===== config.mk =====
export PLATFORM = sky130hd
export DESIGN_NAME = dmem_arbiter
export DESIGN_NICKNAME = d
export VERILOG_FILES = /design/src/rtl/dmem_arb_pkg.sv /design/src/rtl/dmem_arbiter_rr_pick2.sv /design/src/rtl/dmem_arbiter.sv
export SDC_FILE = /design/constraint.sdc
export NUM_CORES = 1
export LEC_CHECK = 0
export ABC_AREA = 1
export BUFFER_PORTS_ARGS = -buffer_cell sky130_fd_sc_hd__buf_2
export CORE_MARGIN = 4
export CORE_UTILIZATION = 23
export CTS_CLUSTER_DIAMETER = 200
export DETAILED_ROUTE_END_ITERATION = 7
export SLEW_MARGIN = 15
export SYNTH_ARGS = -nofsm -noshare
export SYNTH_HDL_FRONTEND = slang
export SYNTH_SLANG_ARGS = --single-unit

===== constraint.sdc =====
create_clock -name clk_i -period 3.1 [get_ports clk_i]
set_clock_uncertainty 0.2 [all_clocks]
set_input_delay 0.155 -clock clk_i [delete_from_list [all_inputs] [get_ports clk_i]]
set_output_delay 0.155 -clock clk_i [all_outputs]
set_load 0.01 [all_outputs]

===== src/rtl/dmem_arb_pkg.sv =====
// Shared constants and types for the two-master data-memory arbiter.
// Imported by the picker and by the arbiter top.
package dmem_arb_pkg;

  localparam int unsigned MEM_BYTES_DEFAULT = 128;
  localparam int unsigned MID_W             = 1;
  localparam logic [1:0]  ALIGN_MASK        = 2'b11;

  typedef enum logic [1:0] {
    RESP_NONE = 2'd0,
    RESP_OK   = 2'd1,
    RESP_ERR  = 2'd2
  } resp_state_e;

endpackage


===== src/rtl/dmem_arbiter_rr_pick2.sv =====
// Two-way round-robin picker. Purely combinational; the owner of the
// priority register feeds prio_i and updates it from winner_o.
module rr_pick2
  import dmem_arb_pkg::*;
(
  input  logic [1:0]       req_i,
  input  logic [MID_W-1:0] prio_i,
  output logic [1:0]       gnt_o,
  output logic [MID_W-1:0] winner_o,
  output logic             any_o
);

  always_comb begin
    // NOTE: every output gets a default first so no path through the block can infer a latch.
    winner_o = '0;
    gnt_o    = 2'b00;
    any_o    = |req_i;
    if (req_i == 2'b11) begin
      winner_o = prio_i;
    end else if (req_i[1]) begin
      winner_o = 1'b1;
    end
    if (any_o) begin
      gnt_o = winner_o[0] ? 2'b10 : 2'b01;
    end
  end

endmodule


===== src/rtl/dmem_arbiter.sv =====
// Shares one single-ported data memory between the CPU (m0) and a debug/DMA
// port (m1): round-robin grant, legality check, registered response.
module dmem_arbiter
  import dmem_arb_pkg::*;
#(
  parameter int unsigned MEM_BYTES = MEM_BYTES_DEFAULT,
  parameter int unsigned DATA_W    = 32
) (
  input  logic              clk_i,
  input  logic              rst_i,
  input  logic              m0_req_i,
  input  logic              m0_we_i,
  input  logic [31:0]       m0_addr_i,
  input  logic [DATA_W-1:0] m0_wdata_i,
  output logic              m0_gnt_o,
  output logic              m0_rvalid_o,
  output logic [DATA_W-1:0] m0_rdata_o,
  output logic              m0_err_o,
  input  logic              m1_req_i,
  input  logic              m1_we_i,
  input  logic [31:0]       m1_addr_i,
  input  logic [DATA_W-1:0] m1_wdata_i,
  output logic              m1_gnt_o,
  output logic              m1_rvalid_o,
  output logic [DATA_W-1:0] m1_rdata_o,
  output logic              m1_err_o,
  output logic [31:0]       mem_addr_o,
  output logic [DATA_W-1:0] mem_data_o,
  output logic              mem_read_o,
  output logic              mem_write_o,
  input  logic [DATA_W-1:0] mem_data_i
);

  localparam logic [31:0] MAX_ADDR = 32'(MEM_BYTES - 4);

  logic [1:0]        req;
  logic [1:0]        gnt;
  logic [MID_W-1:0]  winner;
  logic              any_gnt;
  logic              sel_we;
  logic [31:0]       sel_addr;
  logic [DATA_W-1:0] sel_wdata;
  logic              legal;

  logic [MID_W-1:0]  prio_q, prio_d;
  resp_state_e       state_q, state_d;
  logic [MID_W-1:0]  resp_id_q, resp_id_d;
  logic [DATA_W-1:0] rdata_q, rdata_d;

  // Masking requests in reset keeps grants and memory strobes low while rst_i is high.
  assign req = rst_i ? 2'b00 : {m1_req_i, m0_req_i};

  rr_pick2 u_pick (
    .req_i    (req),
    .prio_i   (prio_q),
    .gnt_o    (gnt),
    .winner_o (winner),
    .any_o    (any_gnt)
  );

  assign m0_gnt_o  = gnt[0];
  assign m1_gnt_o  = gnt[1];

  assign sel_we    = winner[0] ? m1_we_i    : m0_we_i;
  assign sel_addr  = winner[0] ? m1_addr_i  : m0_addr_i;
  assign sel_wdata = winner[0] ? m1_wdata_i : m0_wdata_i;
  assign legal     = ((sel_addr[1:0] & ALIGN_MASK) == 2'b00) && (sel_addr <= MAX_ADDR);

  always_comb begin
    mem_addr_o  = '0;
    mem_data_o  = '0;
    mem_read_o  = 1'b0;
    mem_write_o = 1'b0;
    if (any_gnt && legal) begin
      mem_addr_o  = sel_addr;
      mem_data_o  = sel_wdata;
      mem_read_o  = ~sel_we;
      mem_write_o = sel_we;
    end
  end

  // A rejected access is still consumed: it gets an error response instead of a memory cycle.
  always_comb begin
    prio_d    = prio_q;
    state_d   = RESP_NONE;
    resp_id_d = resp_id_q;
    rdata_d   = '0;
    if (any_gnt) begin
      prio_d    = ~winner;
      resp_id_d = winner;
      if (legal) begin
        state_d = RESP_OK;
        rdata_d = sel_we ? '0 : mem_data_i;
      end else begin
        state_d = RESP_ERR;
      end
    end
  end

  always_ff @(posedge clk_i or posedge rst_i) begin
    if (rst_i) begin
      // NOTE: the read-data register is reset along with the control state, so rdata is 0 straight out of reset.
      prio_q    <= '0;
      state_q   <= RESP_NONE;
      resp_id_q <= '0;
      rdata_q   <= '0;
    end else begin
      // NOTE: non-blocking assignments here; every register samples its _d value from before the edge.
      prio_q    <= prio_d;
      state_q   <= state_d;
      resp_id_q <= resp_id_d;
      rdata_q   <= rdata_d;
    end
  end

  assign m0_rvalid_o = (state_q != RESP_NONE) && (resp_id_q == 1'b0);
  assign m1_rvalid_o = (state_q != RESP_NONE) && (resp_id_q == 1'b1);
  assign m0_err_o    = (state_q == RESP_ERR)  && (resp_id_q == 1'b0);
  assign m1_err_o    = (state_q == RESP_ERR)  && (resp_id_q == 1'b1);
  assign m0_rdata_o  = m0_rvalid_o ? rdata_q : '0;
  assign m1_rdata_o  = m1_rvalid_o ? rdata_q : '0;

endmodule

# Word level (Yosys, flattened, before mapping)

Cells that the tools add are included.

$lt $le $gt $ge: 1
Equal/unequal tests: 2
Muxes and demuxes: 19
Bitwise logic cells: 3
Reductions and logical operators: 9

Operators with widths:

| cell                                                                               | number |
|---|---|
| 32-bit 2-to-1 mux                                                                  | 9 |
| 32-bit by 7-bit less-or-equal comparator with 1-bit output (second input constant) | 1 |
| 2-bit 2-to-1 mux                                                                   | 5 |
| 1-bit logical AND                                                                  | 6 |
| 1-bit 2-to-1 mux                                                                   | 5 |
| 2-bit equality test (second input constant)                                        | 2 |
| 1-bit inverter                                                                     | 3 |
| 2-bit zero test                                                                    | 1 |
| 2-bit nonzero test                                                                 | 1 |
| 2-bit OR reduction                                                                 | 1 |

Register bits after elaboration: 36
Bits of input ports: 166
Output and inout bits: 136
Logic and storage cells: 38

# Depth between registers and ports, before layout

Depth in word-level cells: 8
Depth in mapped cells: 14
Gate-level depth less buffers: 11

# Hierarchy

From an unflattened synthesis, not the netlist that was laid out.

Cells, all modules: 473
Area total of the unflattened synthesis: 3,005.4 um^2

By module, submodules not included:

| module       | times used | cells an instance | area an instance (um^2) | seq. area each (um^2) |
|---|---|---|---|---|
| dmem_arbiter | 1          | 466               | 2,974.1                 | 900.9 |
| rr_pick2     | 1          | 7                 | 31.3                    | 0.0 |

# Worst setup path after synthesis

Ideal clock, no wire load.

Path type: in2out
Start: input rst_i
End: output mem_data_o[17]
Arrival: 1.966 ns
Data required time: 2.745 ns
Slack: 0.779 ns
Cell stages on the path: 7
Cells stage by stage: inv_1 > o21ai_0 > inv_1 > nand3_2 > buf_6 > buf_6 > a21oi_2

Cells in the longest elaborated chain, start to end: 8
Elaborated cells on any way between the ends: 12
Those cells by class: order compare: 1; eq/ne: 1; mux: 6; reduce/logical: 4

RTL lines:

| what                                                                                                 | RTL line                                                 | text |
|---|---|---|
| start: declaration                                                                                   | dmem_arbiter.sv:10                                       | `input logic rst_i,` |
| 2-bit 2-to-1 mux *                                                                                   | dmem_arbiter.sv:51                                       | `assign req = rst_i ? 2'b00 : {m1_req_i, m0_req_i};` |
| 2-bit equality test / 1-bit 2-to-1 mux (equally long branches)                                       | dmem_arbiter_rr_pick2.sv:18, dmem_arbiter_rr_pick2.sv:20 |  |
| 1-bit 2-to-1 mux                                                                                     | dmem_arbiter_rr_pick2.sv:18                              | `if (req_i == 2'b11) begin` |
| 32-bit 2-to-1 mux                                                                                    | dmem_arbiter.sv:65                                       | `assign sel_addr = winner[0] ? m1_addr_i : m0_addr_i;` |
| 32-bit by 7-bit less-or-equal comparator with 1-bit output / 2-bit zero test (equally long branches) | dmem_arbiter.sv:67                                       | `assign legal = ((sel_addr[1:0] & ALIGN_MASK) == 2'b00) && (sel_addr <= MAX_ADDR);` |
| 1-bit logical AND                                                                                    | dmem_arbiter.sv:67                                       |  |
| 1-bit logical AND                                                                                    | dmem_arbiter.sv:74                                       | `if (any_gnt && legal) begin` |
| 32-bit 2-to-1 mux *                                                                                  | dmem_arbiter.sv:74                                       |  |
| end: declaration                                                                                     | dmem_arbiter.sv:28                                       | `output logic [DATA_W-1:0] mem_data_o,` |

Mark *: on every way between the ends. The rest lies on a longest branch, timed or not.

# Worst setup path in the final report

Start: register prio_q
End: output mem_data_o[31]

Cells in the longest elaborated chain, start to end: 6
Elaborated cells on any way between the ends: 8
Those cells by class: order compare: 1; mux: 4; reduce/logical: 3

RTL lines:

| what                                                                                                 | RTL line                    | text |
|---|---|---|
| start: declaration                                                                                   | dmem_arbiter.sv:45          | `logic [MID_W-1:0] prio_q, prio_d;` |
| start signal: assignment                                                                             | dmem_arbiter.sv:109         | `prio_q <= prio_d;` |
| 1-bit 2-to-1 mux *                                                                                   | dmem_arbiter_rr_pick2.sv:18 |  |
| 32-bit 2-to-1 mux                                                                                    | dmem_arbiter.sv:65          |  |
| 32-bit by 7-bit less-or-equal comparator with 1-bit output / 2-bit zero test (equally long branches) | dmem_arbiter.sv:67          |  |
| 1-bit logical AND                                                                                    | dmem_arbiter.sv:67          |  |
| 1-bit logical AND                                                                                    | dmem_arbiter.sv:74          |  |
| 32-bit 2-to-1 mux *                                                                                  | dmem_arbiter.sv:74          |  |

Marked as above.

==> metrics.txt <==
status finished clean; pre-CTS setup slack 0.327 ns; router iterations before antenna repair 4; Min Hold Slack 0.172 ns; Tcrit/Tclk final around nine tenths; CTS Buf Count 5; die area between 15,000 and 20,000 µm²; most used routing layer met2; area of the multi-input gates around 1500 µm²; Internal ~950 µW; Synth cell types 26; Port Buf Inserts about 270; hold_sp m1_we_i; maxcap violations 0; Least-Margin Pin Slew 0.995 ns; Clock transition at path regs ~0.05 ns; R2R Path End rdata_q[23]$_DFF_PP0_; via count a little under 4k; Nets around 960; switching share of power about 28%; largest net degree at the start of global routing 40; DR WL/cell approximately 12 µm; Hold WC Path Type in -> reg; Core ar. about 13,000 µm²; 1st-iter DRT viols between 100 and 150; Placed Area 4410 µm²; met2 Use GR a little over a quarter; Fin. Hold Viols 0; worst skew pair latency about 0.27 ns; Post-Syn Area per Cell ~6.0 µm²; Worst setup EP type primary output; CTS Sinks 36; commonest non-fill, non-tap cell in the layout buf_2; post-DP HPWL 9760 µm; Area growth, synth to finish 62.4%; maximum clock frequency 354 MHz; sequential-to-total area share from yosys stat between 20 and 30%; Req. time, crit path 2.74 ns; met3 GRT Util under 10%; Ports ~300; PnR worst setup slack approximately 0.28 ns; Reg-to-Reg Start prio_q$_DFFE_PP0N_; Net Switching 363 µW; Sum Neg Setup Slack 0 ns; vias in the first global route ~3.7k; top post-synthesis cells by area dfrtp_1, nand2_1, nor2_1; initial antenna violation count 0; FF-to-FF path depth 10; M1 GR Usage between 10% and 20%; Setup violations, final 0; Layout fillers roughly 1.4k; cell taking the most area after synthesis dfrtp_1; pwr dens 268 nW/µm²; FP Rows 41; RePlAce Congestion between 0.8 and 0.9; slew margin rel. 33.6%; share of cells above drive strength 1 between 30% and 40%; Mapped Cells between 500 and 600; number of synthesized register bits 36; design area around 4900 µm²; Flop pwr share between 30% and 40%; Worst Setup SP prio_q$_DFFE_PP0N_; CTS H-tree lvls 2; crit-path max FO 39; global-route wire length before repair roughly 18,000 µm; DR DRC count 0; total global routing overflow 0; worst hold endpoint rdata_q[27]$_DFF_PP0_; Startpoint Class flop; Worst EP arrival approximately 2.5 ns; unrepaired setup endpoints after global routing false; Max Slew Vio Count 0; die height roughly 120 µm; Hold Path Depth 4; Starting Density 23.7%; Die Wd 123 µm; FF-to-FF setup slack 0.51 ns; Clock Path Buffers 2; Yosys warnings 0; Routed Antenna Nets 0; Leak between 3 and 4 nW; combinational power share between 20% and 30%; CTS tree yes; sequential cell area ~900 µm²; Antenna diodes 0; Peak VDD IR between 0.15 and 0.2 mV; Worst Setup Path Type reg -> out; most frequent cells in the layout buf_2, nand2_1, nor2_1; total routed wirelength between 10,000 and 15,000 µm; min Tclk post-route 2.82 ns; CTS root buf clkbuf_16; Vias/cell about 4; Cell Area, Synth 3020 µm²; top-area cell type share of the netlist area roughly 30%; GR Util All Layers between 10% and 20%; clock share of power 37.7%
## worst max path at each step
stage                                 end  depth (start not counted)
CTS                        mem_data_o[31]                         13
global placement    rdata_q[31]$_DFF_PP0_                         10
floorplan                  mem_data_o[17]                          7
detailed placement         mem_data_o[31]                         14
global route               mem_data_o[31]                         13
finish                     mem_data_o[31]                         13
## synthesized netlist by cell type
library cell,n
nand3_1,8
nor2_8,1
buf_6,4
or2_2,2
dfrtp_1,36
o21bai_1,1
a21oi_2,10
buf_4,28
nand3b_1,10
nor3_1,2
mux2i_1,4
o21ai_1,6
o21ai_0,2
buf_2,7
inv_2,1
conb_1,1
nand3_2,1
a21oi_1,24
clkbuf_1,14
nand2_1,129
nand4_2,1
nor2_1,114
nand2_4,1
inv_1,93
nand2_2,1
nor2_2,2
## cell type report
class	count	share of cell area, %
timing repair buffer	314	35.8
multi-input combinational	346	31.2
sequential	36	18.4
inverter	94	7.20
tap	172	4.39
clock buffer	7	2.91
clock inverter	1	0.153
## repair_timing
action,CTS,global route
hold endpoints to repair,68,0
resized for setup,0,1
hold buffers,33,0
buffers inserted,0,0
setup endpoints to repair,0,1
## power groups by stage
| stage | clock network (mW) | logic, mW | registers [mW] |
|---|---|---|---|
| 2_1_floorplan | 0 | 0.192 | 0.484 |
| 3_3_place_gp | 0 | 0.309 | 0.485 |
| 3_5_place_dp | 0 | 0.307 | 0.485 |
| 4_1_cts | 0.516 | 0.342 | 0.476 |
| 5_1_grt | 0.533 | 0.386 | 0.476 |
| 6_report | 0.494 | 0.341 | 0.477 |
## cells by family after synthesis
| logic type | count (synthesis) | share of synthesized area [%] |
|---|---|---|
| and+or+nand+nor | 272 | 37.2 |
| buffers and inverters | 147 | 23.1 |
| AOI/OAI and AO/OA | 43 | 8.46 |
| DFF | 36 | 29.9 |
| muxes | 4 | 1.33 |
| other | 1 | 0.124 |
## layer usage
layer | wire [µm] | vias up
li1 | - | 1995
met1 | 4440 | 1688
met2 | 6240 | 171
met3 | 1080 | 6
met4 | 74 | 0
met5 | 0 | -
## sequential cells by signal, summed over array words and instances, names as in the netlist
name       flops
prio_q         1
rdata_q       32
resp_id_q      1
state_q        2
## per-stage QoR
stage | utilization, % | std cells | power (mW)
after floorplan | - | 529 | 0.676
after global placement | 34.7 | 929 | 0.794
after detailed placement | 34.7 | 929 | 0.792
after CTS | 38.5 | 970 | 1.33
after global routing | 38.5 | 970 | 1.40
final | 38.5 | 970 | 1.31
## worst max-delay path: stages (launching register included)
cell	delay, ns
dfrtp_1	0.35
inv_1	0.08
nand2_2	0.10
nand2_8	0.18
inv_2	0.16
nand2_1	0.10
nand2_1	0.05
nor2_1	0.12
nand2_1	0.07
nor2_2	0.19
nand3_2	0.08
buf_4	0.28
a21oi_1	0.25
buf_2	0.18
Note: power is estimated with default switching activity, not from simulation.
